## config.mk

```make
export PLATFORM = sky130hd
export DESIGN_NAME = apb_bridge_xbar
export DESIGN_NICKNAME = d
export VERILOG_FILES = /design/src/rtl/apb_bridge_xbar.sv
export SDC_FILE = /design/constraint.sdc
export NUM_CORES = 1
export LEC_CHECK = 0
export ABC_AREA = 1
export BUFFER_PORTS_ARGS = -buffer_cell sky130_fd_sc_hd__clkbuf_2
export CAP_MARGIN = 20
export CORE_AREA = 2 2 179 181
export CTS_BUF_LIST = sky130_fd_sc_hd__clkbuf_8
export CTS_CLUSTER_SIZE = 24
export DETAILED_ROUTE_END_ITERATION = 8
export DIE_AREA = 0 0 181 183
export SKIP_CTS_REPAIR_TIMING = 1
export SYNTH_ARGS = -nofsm -noshare
export SYNTH_HDL_FRONTEND = slang
export SYNTH_SLANG_ARGS = --single-unit
```

## constraint.sdc

```tcl
create_clock -name clk_i -period 2.7 [get_ports clk_i]
set_input_delay 0.27 -clock clk_i [delete_from_list [all_inputs] [get_ports clk_i]]
set_output_delay 0.27 -clock clk_i [all_outputs]
set_load 0.1 [all_outputs]
```

## src/rtl/apb_bridge_xbar.sv

```systemverilog
// Native memory interface to APB4 bridge with a parameterised address map,
// per-access timeout, error responses and a local CSR window holding an
// interrupt aggregator and error capture registers.
module apb_bridge_xbar #(
  parameter int                      NUM_SLV   = 8,
  parameter logic [32*NUM_SLV-1:0]   SLV_BASE  = {NUM_SLV{32'h0}},
  parameter logic [32*NUM_SLV-1:0]   SLV_MASK  = {NUM_SLV{32'hFFFF_F000}},
  parameter logic [31:0]             CSR_BASE  = 32'h0300_F000,
  parameter int                      TIMEOUT   = 255,
  parameter int                      NUM_IRQ   = 8,
  parameter logic [NUM_IRQ-1:0]      IRQ_EDGE  = '0,
  parameter logic [31:0]             ERR_RDATA = 32'hDEAD_BEEF
) (
  input  logic                    clk_i,
  input  logic                    rst_i,
  input  logic                    mem_valid_i,
  input  logic [31:0]             mem_addr_i,
  input  logic [31:0]             mem_wdata_i,
  input  logic [3:0]              mem_wstrb_i,
  output logic                    mem_ready_o,
  output logic [31:0]             mem_rdata_o,
  output logic [31:0]             paddr_o,
  output logic [2:0]              pprot_o,
  output logic                    pwrite_o,
  output logic [31:0]             pwdata_o,
  output logic [3:0]              pstrb_o,
  output logic                    penable_o,
  output logic [NUM_SLV-1:0]      psel_o,
  input  logic [32*NUM_SLV-1:0]   prdata_i,
  input  logic [NUM_SLV-1:0]      pready_i,
  input  logic [NUM_SLV-1:0]      pslverr_i,
  input  logic [NUM_IRQ-1:0]      irq_src_i,
  output logic                    irq_o,
  output logic                    err_o
);

  localparam logic [31:0] CSR_MASK = 32'hFFFF_FFF0;
  localparam logic [15:0] TMO_LAST = 16'(TIMEOUT - 1);

  typedef enum logic [2:0] {
    S_IDLE,
    S_SETUP,
    S_ACCESS,
    S_LOCAL,
    S_RESP
  } state_t;

  state_t               state_q, state_d;
  logic [31:0]          addr_q, wdata_q, rdata_q;
  logic [3:0]           wstrb_q;
  logic                 write_q, err_q;
  logic [NUM_SLV-1:0]   sel_q;
  logic [15:0]          tcnt_q;

  logic                 csr_hit;
  logic [NUM_SLV-1:0]   slv_sel;
  logic                 sel_pready, sel_slverr, timeout_hit;
  logic [31:0]          sel_rdata;

  logic [NUM_IRQ-1:0]   irq_en_q, pend_e_q, src_q, src_d_q;
  logic [NUM_IRQ-1:0]   pend, rise, w1c, byte_mask, en_new;
  logic                 irq_q;
  logic [31:0]          err_addr_q, err_cnt_q, csr_rdata;
  logic                 csr_wr;
  logic [1:0]           csr_off;

  // Address decode: CSR window beats any slave, lowest-index slave wins overlaps.
  always_comb begin
    csr_hit = (mem_addr_i & CSR_MASK) == CSR_BASE;
    slv_sel = '0;
    // Walk downwards so the last hit written is the lowest index.
    for (int k = NUM_SLV - 1; k >= 0; k--) begin
      if ((mem_addr_i & SLV_MASK[32*k +: 32]) == SLV_BASE[32*k +: 32]) begin
        slv_sel    = '0;
        slv_sel[k] = 1'b1;
      end
    end
  end

  // Route the selected slave's response signals back to the bridge.
  always_comb begin
    // NOTE: every signal gets a default before any branch, so no latch is inferred.
    sel_pready = 1'b0;
    sel_slverr = 1'b0;
    sel_rdata  = '0;
    for (int k = 0; k < NUM_SLV; k++) begin
      if (sel_q[k]) begin
        sel_pready = pready_i[k];
        sel_slverr = pslverr_i[k];
        sel_rdata  = prdata_i[32*k +: 32];
      end
    end
  end

  assign timeout_hit = (tcnt_q == TMO_LAST);

  // Next-state logic for the transfer sequencer.
  always_comb begin
    state_d = state_q;
    case (state_q)
      S_IDLE: begin
        if (mem_valid_i) begin
          // Decode misses turn around through LOCAL so every non-APB
          // response has the same two-cycle latency.
          if (csr_hit)         state_d = S_LOCAL;
          else if (|slv_sel)   state_d = S_SETUP;
          else                 state_d = S_LOCAL;
        end
      end
      S_SETUP:  state_d = S_ACCESS;
      S_ACCESS: if (sel_pready || timeout_hit) state_d = S_RESP;
      S_LOCAL:  state_d = S_RESP;
      S_RESP:   state_d = S_IDLE;
      default:  state_d = S_IDLE;
    endcase
  end

  // State register.
  always_ff @(posedge clk_i) begin
    // NOTE: sequential state always uses non-blocking assignments.
    if (rst_i) state_q <= S_IDLE;
    else       state_q <= state_d;
  end

  // Request capture, ACCESS timeout counter and response data.
  always_ff @(posedge clk_i) begin
    if (rst_i) begin
      addr_q  <= '0;
      wdata_q <= '0;
      wstrb_q <= '0;
      write_q <= 1'b0;
      sel_q   <= '0;
      err_q   <= 1'b0;
      rdata_q <= '0;
      tcnt_q  <= '0;
    end else begin
      case (state_q)
        S_IDLE: begin
          if (mem_valid_i) begin
            addr_q  <= mem_addr_i;
            wdata_q <= mem_wdata_i;
            wstrb_q <= mem_wstrb_i;
            write_q <= |mem_wstrb_i;
            sel_q   <= csr_hit ? '0 : slv_sel;
            err_q   <= !csr_hit && !(|slv_sel);
            tcnt_q  <= '0;
          end
        end
        S_ACCESS: begin
          if (sel_pready) begin
            rdata_q <= sel_rdata;
            err_q   <= sel_slverr;
          end else if (timeout_hit) begin
            err_q   <= 1'b1;
          end else begin
            tcnt_q  <= tcnt_q + 16'd1;
          end
        end
        S_LOCAL: if (!err_q) rdata_q <= csr_rdata;
        default: ;
      endcase
    end
  end

  // CSR decode helpers: write enable, word offset and byte-lane mask.
  always_comb begin
    csr_wr  = (state_q == S_LOCAL) && !err_q && write_q;
    csr_off = addr_q[3:2];
    for (int i = 0; i < NUM_IRQ; i++) byte_mask[i] = wstrb_q[i/8];
    en_new  = (irq_en_q & ~byte_mask) | (wdata_q[NUM_IRQ-1:0] & byte_mask);
    rise    = src_q & ~src_d_q & IRQ_EDGE;
    w1c     = (csr_wr && csr_off == 2'd1) ? (wdata_q[NUM_IRQ-1:0] & byte_mask & IRQ_EDGE) : '0;
    pend    = (pend_e_q & IRQ_EDGE) | (src_q & ~IRQ_EDGE);
    case (csr_off)
      2'd0:    csr_rdata = 32'(irq_en_q);
      2'd1:    csr_rdata = 32'(pend);
      2'd2:    csr_rdata = err_addr_q;
      default: csr_rdata = err_cnt_q;
    endcase
  end

  // Interrupt aggregator and error capture registers.
  always_ff @(posedge clk_i) begin
    if (rst_i) begin
      irq_en_q   <= '0;
      pend_e_q   <= '0;
      src_q      <= '0;
      src_d_q    <= '0;
      irq_q      <= 1'b0;
      err_addr_q <= '0;
      err_cnt_q  <= '0;
    end else begin
      src_q    <= irq_src_i;
      src_d_q  <= src_q;
      // A new edge overrides a clear landing in the same cycle.
      pend_e_q <= (pend_e_q & ~w1c) | rise;
      irq_q    <= |(pend & irq_en_q);
      if (csr_wr && csr_off == 2'd0) irq_en_q <= en_new;
      if (state_q == S_RESP && err_q) begin
        err_addr_q <= addr_q;
        if (err_cnt_q != 32'hFFFF_FFFF) err_cnt_q <= err_cnt_q + 32'd1;
      end else if (csr_wr && csr_off == 2'd3) begin
        err_cnt_q <= '0;
      end
    end
  end

  assign mem_ready_o = (state_q == S_RESP);
  assign mem_rdata_o = (state_q != S_RESP) ? '0 : (err_q ? ERR_RDATA : rdata_q);
  assign err_o       = (state_q == S_RESP) && err_q;
  assign paddr_o     = addr_q;
  assign pprot_o     = 3'b000;
  assign pwrite_o    = write_q;
  assign pwdata_o    = wdata_q;
  assign pstrb_o     = wstrb_q;
  assign penable_o   = (state_q == S_ACCESS);
  assign psel_o      = (state_q == S_SETUP || state_q == S_ACCESS) ? sel_q : '0;
  assign irq_o       = irq_q;

endmodule

```

==> summary.md <==
| Metric | Value |
|---|---|
| Relative slew slack | 46.63% |
| Pin count of the biggest net entering global routing | 57 |
| Setup crit start kind | register |
| CP max FO | 32 |
| Critical R2R Capture | err_cnt_q[30] |
| CTS Root Cell | clkbuf_8 |
| Most frequent cells in the layout | 384 x nand2_1, 216 x clkbuf_2, 203 x dfxtp_1, 184 x nor2_1, 153 x a21oi_1 |
| Endpoints failing setup | 0 |
| First-pass GRT wire length | 50,430 µm |
| Initial antenna violation count | 0 |
| GRT Resource Usage Total | 18.88% |
| Input/output buffers | 218 |
| Setup ws final | 0.3565 ns |
| CTS tree | done |
| Synth Cell Area | 9769 µm² |
| Sw Share | 40.07% |
| Fin Setup TNS | 0 ns |
| Final worst path period need | between 2 and 2.5 ns |
| Post-Place Cells | 2,029 |
| Nets | between 2,000 and 2,500 |
| Failing checks | hold timing |
| Clk_skew | 0.02242 ns |
| Max Fclk | 0.4267 GHz |
| Required time of the critical path | approximately 2.4 ns |
| Die Wd | 181 µm |
| Placed Instance Area | 11,300 µm² |
| Psw | 3.695 mW |
| Worst R2R Setup Slack | approximately 0.54 ns |
| Final Power | 9.223 mW |
| Sequential share of power | 36.9% |
| VDD IR max | slightly above 400 µV |
| Fin util | 40.32% |
| Drt wl/cell | between 15 and 20 µm |
| Post-Syn Area per Cell | 6.646 µm² |
| # H-tree levels | 2 |
| Drt drc | 0 |
| Ports | 467 |
| Die Area | approximately 33,000 µm² |
| Gr ovfl total | 0 |
| WS Path Type | register to primary output |
| Sequential-to-total area share from yosys stat | 41.60% |
| Min-delay src | mem_addr_i[8] |
| Critical path endpoint category | primary output |
| Power share of the clock group | approximately a third |
| Core area | 31,230 µm² |
| RR Startpoint | err_cnt_q[0] |
| Commonest non-fill, non-tap cell in the layout | nand2_1 |
| Post-Place Worst Slack | approximately 0.57 ns |
| Hold EP | paddr_o[8] |
| Die H | 183 µm |
| Worst hold path depth | 3 |
| CTS max path bufs | 3 |
| Synth Warn # | 0 |
| Combinational power share | 29.7% |
| Worst Max-Slew Pin Slew | 0.7994 ns |
| Clock sink count | 203 |
| P_leak | 5.036 nW |
| Post-Route WL | between 30,000 and 40,000 µm |
| CP arrival | 2.07 ns |
| Cell internal pwr | 5.528 mW |
| Post-DP HPWL | approximately 24,000 µm |
| Status | complete, but fails checks |
| Initial Utilization | 31.28% |
| N_diodes | 0 |
| Number of global-route vias before repair | 9,311 |
| Standard-cell rows | 65 |
| Clk pin slew, worst setup/hold paths | about 0.060 ns |
| Area Overhead vs Synth | 28.91% |
| Max Cap Viol | 0 |
| Synthesized flop and latch total | 203 |
| Power Density | 732.4 nW/µm² |
| Final period utilization | between 80% and 90% |
| Final hold slack | -0.006916 ns |
| ANT nets after route | 0 |
| Hold Violations, Final | 4 |
| Unique cell type count in the Yosys netlist | 37 |
| RSZ-0062 raised after global routing | no |
| Iteration-0 DRC Markers | 759 |
| Final instance area | 12,590 µm² |
| Pins over their slew limit | 0 |
| Gp weighted congestion | 0.9340 |
| Final Non-Filler Cells | 2,147 |
| Vias | 10,490 |
| Share of cells above drive strength 1 | 20.40% |
| Hold crit path type | input port to register |
| Vias/cell | 4.888 |
| Worst Reg-to-Reg Cells | 10 |
| Initial DRT Pass Iterations | 5 |
| Clock Latency Late Sink | 0.53 ns |
| Gate Count Post-Synth | 1,470 |
| CTS Buf Count | 37 |
-- power groups by stage --
stage	Combinational [mW]	Clock, mW	Sequential, mW
3_3_place_gp	2.67	0	3.46
2_1_floorplan	1.28	0	4.31
3_5_place_dp	2.68	0	3.47
6_report	2.74	3.08	3.40
5_1_grt	2.92	3.30	3.44
4_1_cts	2.68	3.16	3.40
-- state kept, by name, indices dropped and copies added, names as in the netlist, 4 cells and up, named ones only --
name,count
err_addr_q,32
err_cnt_q,32
paddr_o,32
pend,8
pstrb_o,4
pwdata_o,32
rdata_q,32
tcnt_q,16
-- metal layers --
| layer | global-route usage, % | up-vias | share of wire [%] |
|---|---|---|---|
| met5 | 0 | - | 0 |
| li1 | - | 5273 | - |
| met2 | 28.51 | 397 | 43 |
| met1 | 27.17 | 4770 | 47 |
| met3 | 3.693 | 54 | 7.3 |
| met4 | 5.593 | 0 | 2.3 |
-- logic make-up after synthesis --
group	synth area share (%)
flip-flops	41.60
AO/OA/AOI/OAI	17.51
AND/OR/NAND/NOR	30.98
buffers and inverters	9.042
adder cells (fa/ha/maj)	0.3843
other	0.03839
XOR/XNOR	0.4482
-- synthesized netlist by cell type, drive strengths merged --
cell type	instances	area share [%]
a21boi	1	0.077
a21oi	155	8.1
a221oi	3	0.27
a31oi	32	2.0
and2	1	0.064
buf	51	3.2
clkbuf	41	1.6
clkinv	2	0.077
conb	1	0.038
dfxtp	203	42
ha	3	0.38
inv	110	4.2
nand2	392	15
nand3	100	5.2
nand3b	4	0.31
nand4	13	0.83
nor2	222	9.0
nor3	2	0.22
o2111ai	2	0.18
o211ai	2	0.15
o21ai	104	5.3
o21bai	1	0.077
o22ai	20	1.3
xor2	5	0.45
-- critical path, stage by stage (launching register included) --
cell and delay [ns]:
dfxtp_1 0.36, inv_2 0.08, nor3_4 0.21, inv_2 0.09, buf_12 0.20, nor2_1 0.12
clkbuf_2 0.46
-- worst max path at each step --
stage                            start               to  slack (ns)
after global placement    err_cnt_q[1]    err_cnt_q[20]        0.62
after CTS                   state_q[2]   mem_rdata_o[0]        0.32
after detailed placement  err_cnt_q[1]    err_cnt_q[12]        0.57
after global routing        state_q[2]   mem_rdata_o[0]        0.23
after floorplan             state_q[2]  mem_rdata_o[10]       -0.28
final                       state_q[2]   mem_rdata_o[0]        0.36
-- cell type report --
| type | count | area, µm² |
|---|---|---|
| repair buffers | 291 | 1797 |
| multi-input cells | 1072 | 5024 |
| well taps | 402 | 503.0 |
| inverters | 112 | 420.4 |
| fillers | 3373 | 18640 |
| clock inverters | 20 | 138.9 |
| clock buffers | 47 | 646.9 |
| flip-flops and latches | 203 | 4064 |
Note: power is estimated with default switching activity, not from simulation.
